<file path="config.mk">
export PLATFORM = sky130hd
export DESIGN_NAME = pc_unit
export DESIGN_NICKNAME = d
export VERILOG_FILES = /design/src/rtl/pc_pkg.sv /design/src/rtl/pc_next_sel.sv /design/src/rtl/pc_unit.sv
export SDC_FILE = /design/constraint.sdc
export NUM_CORES = 1
export LEC_CHECK = 0
export CORE_MARGIN = 4
export CORE_UTILIZATION = 42
export DETAILED_ROUTE_END_ITERATION = 12
export PLACE_DENSITY = 0.92
export SLEW_MARGIN = 15
export SYNTH_ARGS = -nofsm -noshare
export SYNTH_HDL_FRONTEND = slang
export SYNTH_SLANG_ARGS = --single-unit
</file>
<file path="constraint.sdc">
create_clock -name Clock -period 2.3 [get_ports Clock]
set_input_delay 0.46 -clock Clock [delete_from_list [all_inputs] [get_ports Clock]]
set_output_delay 0.46 -clock Clock [all_outputs]
set_load 0.05 [all_outputs]
</file>
<file path="src/rtl/pc_pkg.sv">
// pc_pkg: shared FSM state type and constants for the program-counter unit
package pc_pkg;
  typedef enum logic [1:0] {BOOT, RUN, HALTED} pc_state_e;
  localparam int PC_STEP_DEFAULT = 4;
  localparam int BRANCH_CNT_W = 16;
endpackage

</file>
<file path="src/rtl/pc_next_sel.sv">
// pc_next_sel: combinational next-PC priority select (halt > stall > jump > branch > sequential)
module pc_next_sel #(
  parameter int WIDTH = 32
) (
  input  logic [WIDTH-1:0] pc,
  input  logic [WIDTH-1:0] pc_plus_step,
  input  logic [WIDTH-1:0] branch_target,
  input  logic [WIDTH-1:0] jump_target,
  input  logic             halt,
  input  logic             stall,
  input  logic             jump,
  input  logic             branch,
  output logic [WIDTH-1:0] next_pc,
  output logic             misaligned,
  output logic             redirect
);
  logic [WIDTH-1:0] tgt;
  // a redirect is accepted only when nothing above it holds the PC; jump wins the target
  always_comb begin
    redirect = !halt && !stall && (jump || branch);
    tgt = jump ? jump_target : branch_target;
    misaligned = redirect && (tgt[1:0] != 2'b00);
    next_pc = (halt || stall) ? pc : redirect ? {tgt[WIDTH-1:2], 2'b00} : pc_plus_step;
  end
endmodule

</file>
<file path="src/rtl/pc_unit.sv">
// pc_unit: fetch PC with BOOT/RUN/HALTED FSM; optional BranchCount output under PC_BRANCH_STATS_EN
module pc_unit
  import pc_pkg::*;
#(
  parameter int               WIDTH        = 32,
  parameter logic [WIDTH-1:0] RESET_VECTOR = '0,
  parameter int               STEP         = PC_STEP_DEFAULT
) (
  input  logic             Clock,
  input  logic             Reset_n,
  input  logic             Halt,
  input  logic             Stall,
  input  logic             Jump,
  input  logic             Branch,
  input  logic [WIDTH-1:0] BranchTarget,
  input  logic [WIDTH-1:0] JumpTarget,
  output logic [WIDTH-1:0] PC,
  output logic [WIDTH-1:0] PCPlusStep,
  output logic             Valid,
  output logic             Halted,
  output logic             Misaligned
`ifdef PC_BRANCH_STATS_EN
  ,
  output logic [BRANCH_CNT_W-1:0] BranchCount
`endif
);
  pc_state_e        state_q, state_d;
  logic [WIDTH-1:0] pc_q, pc_d, sel_pc;
  logic             mis_q, mis_d, sel_mis, sel_redirect;

  assign PC         = pc_q;
  assign PCPlusStep = pc_q + WIDTH'(STEP);
  assign Valid      = state_q == RUN;
  assign Halted     = state_q == HALTED;
  assign Misaligned = mis_q;

  pc_next_sel #(.WIDTH(WIDTH)) u_sel (
    .pc            (pc_q),
    .pc_plus_step  (PCPlusStep),
    .branch_target (BranchTarget),
    .jump_target   (JumpTarget),
    .halt          (Halt),
    .stall         (Stall),
    .jump          (Jump),
    .branch        (Branch),
    .next_pc       (sel_pc),
    .misaligned    (sel_mis),
    .redirect      (sel_redirect)
  );

  // BOOT holds the reset vector for one cycle; only RUN advances the PC; HALTED waits for reset
  always_comb begin
    state_d = state_q;
    pc_d    = pc_q;
    mis_d   = 1'b0;
    case (state_q)
      BOOT: state_d = RUN;
      RUN: begin
        pc_d    = sel_pc;
        mis_d   = sel_mis;
        state_d = Halt ? HALTED : RUN;
      end
      default: state_d = HALTED;
    endcase
  end

  // state, PC and misalignment pulse registers
  always_ff @(posedge Clock or negedge Reset_n) begin
    if (!Reset_n) begin
      state_q <= BOOT;
      pc_q    <= RESET_VECTOR;
      mis_q   <= 1'b0;
    end else begin
      state_q <= state_d;
      pc_q    <= pc_d;
      mis_q   <= mis_d;
    end
  end

`ifdef PC_BRANCH_STATS_EN
  logic [BRANCH_CNT_W-1:0] cnt_q, cnt_d;
  assign BranchCount = cnt_q;

  // saturating count of accepted redirects
  always_comb cnt_d = (state_q == RUN && sel_redirect && cnt_q != '1) ? cnt_q + 1'b1 : cnt_q;

  // redirect counter register
  always_ff @(posedge Clock or negedge Reset_n) begin
    if (!Reset_n) cnt_q <= '0;
    else          cnt_q <= cnt_d;
  end
`else
  logic unused_redirect;
  assign unused_redirect = sel_redirect;
`endif
endmodule

</file>
==> qor.tcl <==
set qor(finalSetupViolations) 29
set qor(worst-slew-pin-transition_ps) 834
set qor(grt_overflow) 0
set qor(port_buffers) 132
set qor(drt-vias-per-instance) 7.31
set qor(skew_ps) 2.51
set qor(io_pins) 137
set qor(final-seq-area_sq_um) 861
set qor(worstSetupPathType) {reg -> out}
set qor(via_count_of_the_first_global_routing_pass) 4290
set qor(finalWorstSetupSlack_ps) -387
set qor(cts_root_buf) {sky130_fd_sc_hd__clkbuf_8}
set qor(fmaxAchievable_mhz) 372
set qor(synthesized_area_per_cell_sq_um) 8.83
set qor(fin_nets) 607
set qor(vias) 4486
set qor(cp_slowest_cell) {sky130_fd_sc_hd__dfrtp_2}
set qor(crit_path_cell_trace) {nand2_2, nor4_4, buf_6, nand4_1, xnor2_4, buf_12}
set qor(synth_enable_flop_cells) 0
set qor(multi_input_comb_area_sq_um) 2480
set qor(grt_setup_unrepaired) {yes}
set qor(drt-pass1-iter-count) 7
set qor(layout-area-overhead-vs-synth_pct) 105
set qor(slew_headroom_pct) 43.0
set qor(tritoncts) {built}
set qor(crit_path_max_fanout) 5
set qor(worst_skew_pair.late_latency_ps) 290
set qor(antenna-diode-count) 0
set qor(finalMaxSlewViolations) 0
set qor(syn_inst) 328
set qor(die_h_microns) 91.0
set qor(share_seq_of_total_power_pct) 30.2
set qor(p_per_area_nw_per_um2) 382
set qor(combinationalPowerShare_pct) 49.6
set qor(antenna_violations_before_repair) 0
set qor(violations) {setup timing}
set qor(post-route-min-period_ps) 2690
set qor(cp_slowest_stage_delay_ps) 430
set qor(cp_data_arrival_time_ps) 2230
set qor(synth.distinct_cells) 57
set qor(r2r_cells) 7
set qor(critical_path_buf_inv_count) 2
set qor(timing.hold.worst.class) {in -> async}
set qor(fp.dieW_microns) 91.0
set qor(power.internal_uw) 1330
set qor(startpoint_type) {register}
set qor(post_route_cells_drive_above_1_share_pct) 45.6
set qor(ir_worst_vdd_mv) 0.508
set qor(ys_dominant_reg_cell) {sky130_fd_sc_hd__dfrtp_1}
set qor(gp_congestion) 0.915
set qor(die_area_sq_um) 8290
set qor(tritoncts.num_buffers) 5
set qor(cts_max_level) 2
set qor(share_of_power_burned_in_the_clock_network_pct) 20.1
set qor(drv.max_cap_violation_count) 0
set qor(ys_async_rst_share_pct) 100
set qor(totalPowerFinal_uw) 2270
set qor(wire_per_inst_microns) 29.8
set qor(detailed_route_wl_microns) 18300
set qor(largest_net_degree_at_the_start_of_global_routing) 34
set qor(drtIter0Drc) 861
set qor(grtUsageTotal_pct) 35.4
set qor(synth.ff_latch_count) 33
set qor(switching_share_pct) 41.5
set qor(fillers) 239
set qor(power.leakage_uw) 0.00245
set qor(end_kind) {primary output}
set qor(remaining_drc_errors) 0
set qor(clock-sinks) 33
set qor(worst_setup_hold_path_clk_slew_ps) 70
set qor(reg2reg_from) {PC[13]}
set qor(synth_sequential_area_ratio_pct) 28.5
set qor(final-hold-violation-count) 0
set qor(synthesis.area_sq_um) 2900
set qor(timing.critical_path.max_delay_family) {simple AND/OR/NAND/NOR gates}
set qor(placeableCoreArea_sq_um) 6530
set qor(first_pass_grt_wire_length_microns) 23500
set qor(initial_core_util_pct) 44.3
set qor(rrSetupSlack_ps) -110
set qor(clockBufferDepth) 2
set qor(final.period_utilization_pct) 117
set qor(place.detailed.hpwl_microns) 9150
set qor(ant_nets) 0
set qor(synthesis.yosys.warnings) 0
set qor(cp.required_ps) 1840
set qor(tns_ps) -4360
set qor(outcome) {finished with violations}
set qor(rows) 29
set qor(worst_reg2reg_path_endpoint) {PC[26]}
set qor(net_sw_power_uw) 941
-- metrics by stage --
stage          setup slack, ps  std cells  utilization, %  hold WS [ps]  area, sq um
2_1_floorplan             -125        331               -           164         3450
3_3_place_gp              14.9        557            81.3           540         5310
3_5_place_dp             -75.1        557            81.3           557         5310
4_1_cts                   -119        595            87.4           573         5710
5_1_grt                   -378        614            90.9           601         5940
6_report                  -387        614            90.9           606         5940
-- cells in the final DEF (no fill, tap or decap), drive strengths merged, types with 3 or more instances in the layout --
| cell type | count |
|---|---|
| a2111oi | 4 |
| xor2 | 6 |
| and3 | 8 |
| nand4 | 17 |
| clkbuf | 9 |
| a21oi | 17 |
| or2 | 4 |
| o211ai | 5 |
| a22oi | 15 |
| buf | 130 |
| nor4 | 3 |
| o311ai | 12 |
| o21a | 3 |
| nor2 | 10 |
| nand2 | 11 |
| o21ai | 16 |
| conb | 4 |
| dfrtp | 33 |
| a211oi | 3 |
| a31oi | 4 |
| and4 | 5 |
| and2 | 3 |
| mux2 | 20 |
| a2bb2oi | 4 |
| xnor2 | 22 |
| inv | 5 |
| a41o | 5 |
| nor2b | 6 |
| mux2i | 6 |
| nand3 | 14 |
| o22a | 7 |
| clkdlybuf4s50 | 100 |
| o22ai | 4 |
-- cell type report --
| type | count | share of cell area [%] |
|---|---|---|
| Multi-Input combinational cell | 257 | 41.8 |
| Timing Repair Buffer | 234 | 40.4 |
| Sequential cell | 33 | 14.5 |
| Tap cell | 77 | 1.62 |
| Clock buffer | 8 | 1.35 |
| Inverter | 5 | 0.316 |
-- worst register-to-register path: stages, from the launching register on --
cell and delay (ps):
sky130_fd_sc_hd__dfrtp_2 430, sky130_fd_sc_hd__nand2_2 130, sky130_fd_sc_hd__nor4_4 420, sky130_fd_sc_hd__buf_6 190
sky130_fd_sc_hd__nand4_1 310, sky130_fd_sc_hd__buf_4 270, sky130_fd_sc_hd__buf_4 130, sky130_fd_sc_hd__o311ai_0 390
-- synth_stat cells, types with 5 or more instances --
| master | instances | area [sq um] |
|---|---|---|
| sky130_fd_sc_hd__nand3_1 | 14 | 70.1 |
| sky130_fd_sc_hd__mux2_2 | 20 | 225 |
| sky130_fd_sc_hd__xor2_1 | 6 | 52.6 |
| sky130_fd_sc_hd__mux2i_1 | 6 | 60.1 |
| sky130_fd_sc_hd__o211ai_1 | 5 | 37.5 |
| sky130_fd_sc_hd__nor2_1 | 10 | 37.5 |
| sky130_fd_sc_hd__clkbuf_1 | 20 | 75.1 |
| sky130_fd_sc_hd__o311ai_0 | 11 | 96.3 |
| sky130_fd_sc_hd__o21ai_0 | 16 | 80.1 |
| sky130_fd_sc_hd__a21oi_1 | 17 | 85.1 |
| sky130_fd_sc_hd__xnor2_1 | 22 | 193 |
| sky130_fd_sc_hd__nand4_1 | 16 | 100 |
| sky130_fd_sc_hd__a22oi_1 | 15 | 113 |
| sky130_fd_sc_hd__a41o_1 | 5 | 50.1 |
| sky130_fd_sc_hd__nand2_1 | 11 | 41.3 |
| sky130_fd_sc_hd__nor2b_1 | 6 | 37.5 |
| sky130_fd_sc_hd__dfrtp_1 | 33 | 826 |
| sky130_fd_sc_hd__and3_1 | 8 | 50.1 |
| sky130_fd_sc_hd__o22a_1 | 7 | 61.3 |
| sky130_fd_sc_hd__buf_4 | 6 | 45.0 |
| sky130_fd_sc_hd__inv_1 | 5 | 18.8 |
-- cell families (layout without fill, tap and decap cells) --
logic type,Yosys count,in the layout,share of synthesized area [%]
AOI/OAI and AO/OA,109,109,27.2
and+or+nand+nor,89,89,18.5
buffers and inverters,41,247,6.87
DFF,33,33,28.5
xor gates and xnor gates,28,28,8.47
muxes,26,26,9.85
adders and majority gates,1,1,0.432
other,1,4,0.130
-- registers in the layout, indices dropped and copies added, names as in the netlist --
register,flops
Misaligned,1
state_q,2
PC,30
-- power by group through the flow --
stage	combinational, uW	clock [uW]	sequential [uW]
after floorplan	444	0	805
after global placement	961	0	683
after detailed placement	978	0	687
after CTS	1020	438	675
after global routing	1140	467	688
final	1130	457	685
-- routing by layer --
metal  vias to the layer above  wire [microns]  track usage [%]  part of all wire, %
met5                         -               0                0                    0
met4                         0            1620             15.1                  8.8
met3                       196            2490             10.1                   14
met2                       540            8300             60.5                   45
met1                      2065            5910             41.7                   32
li1                       1685               -                -                    -
-- how the worst max path moves through the flow --
stage,from,endpoint,slack [ps],cells after the start
floorplan,PC[26],PCPlusStep[29],-130,5
global placement,Stall,PC[24],10,6
detailed placement,Stall,PC[10],-80,6
CTS,PC[2],PCPlusStep[30],-120,6
global route,PC[13],PCPlusStep[26],-380,6
finish,PC[13],PCPlusStep[26],-390,6
-- timing repair --
action / 4_1_cts / 5_1_grt
hold buffers: 0 / 0
endpoints found under the setup margin: 18 / 26
gates cloned: 2 / 0
pin swaps: 24 / 22
buffers inserted: 28 / 19
gates resized for setup: 26 / 21
No activity file was read; power rests on OpenSTA's default activity.
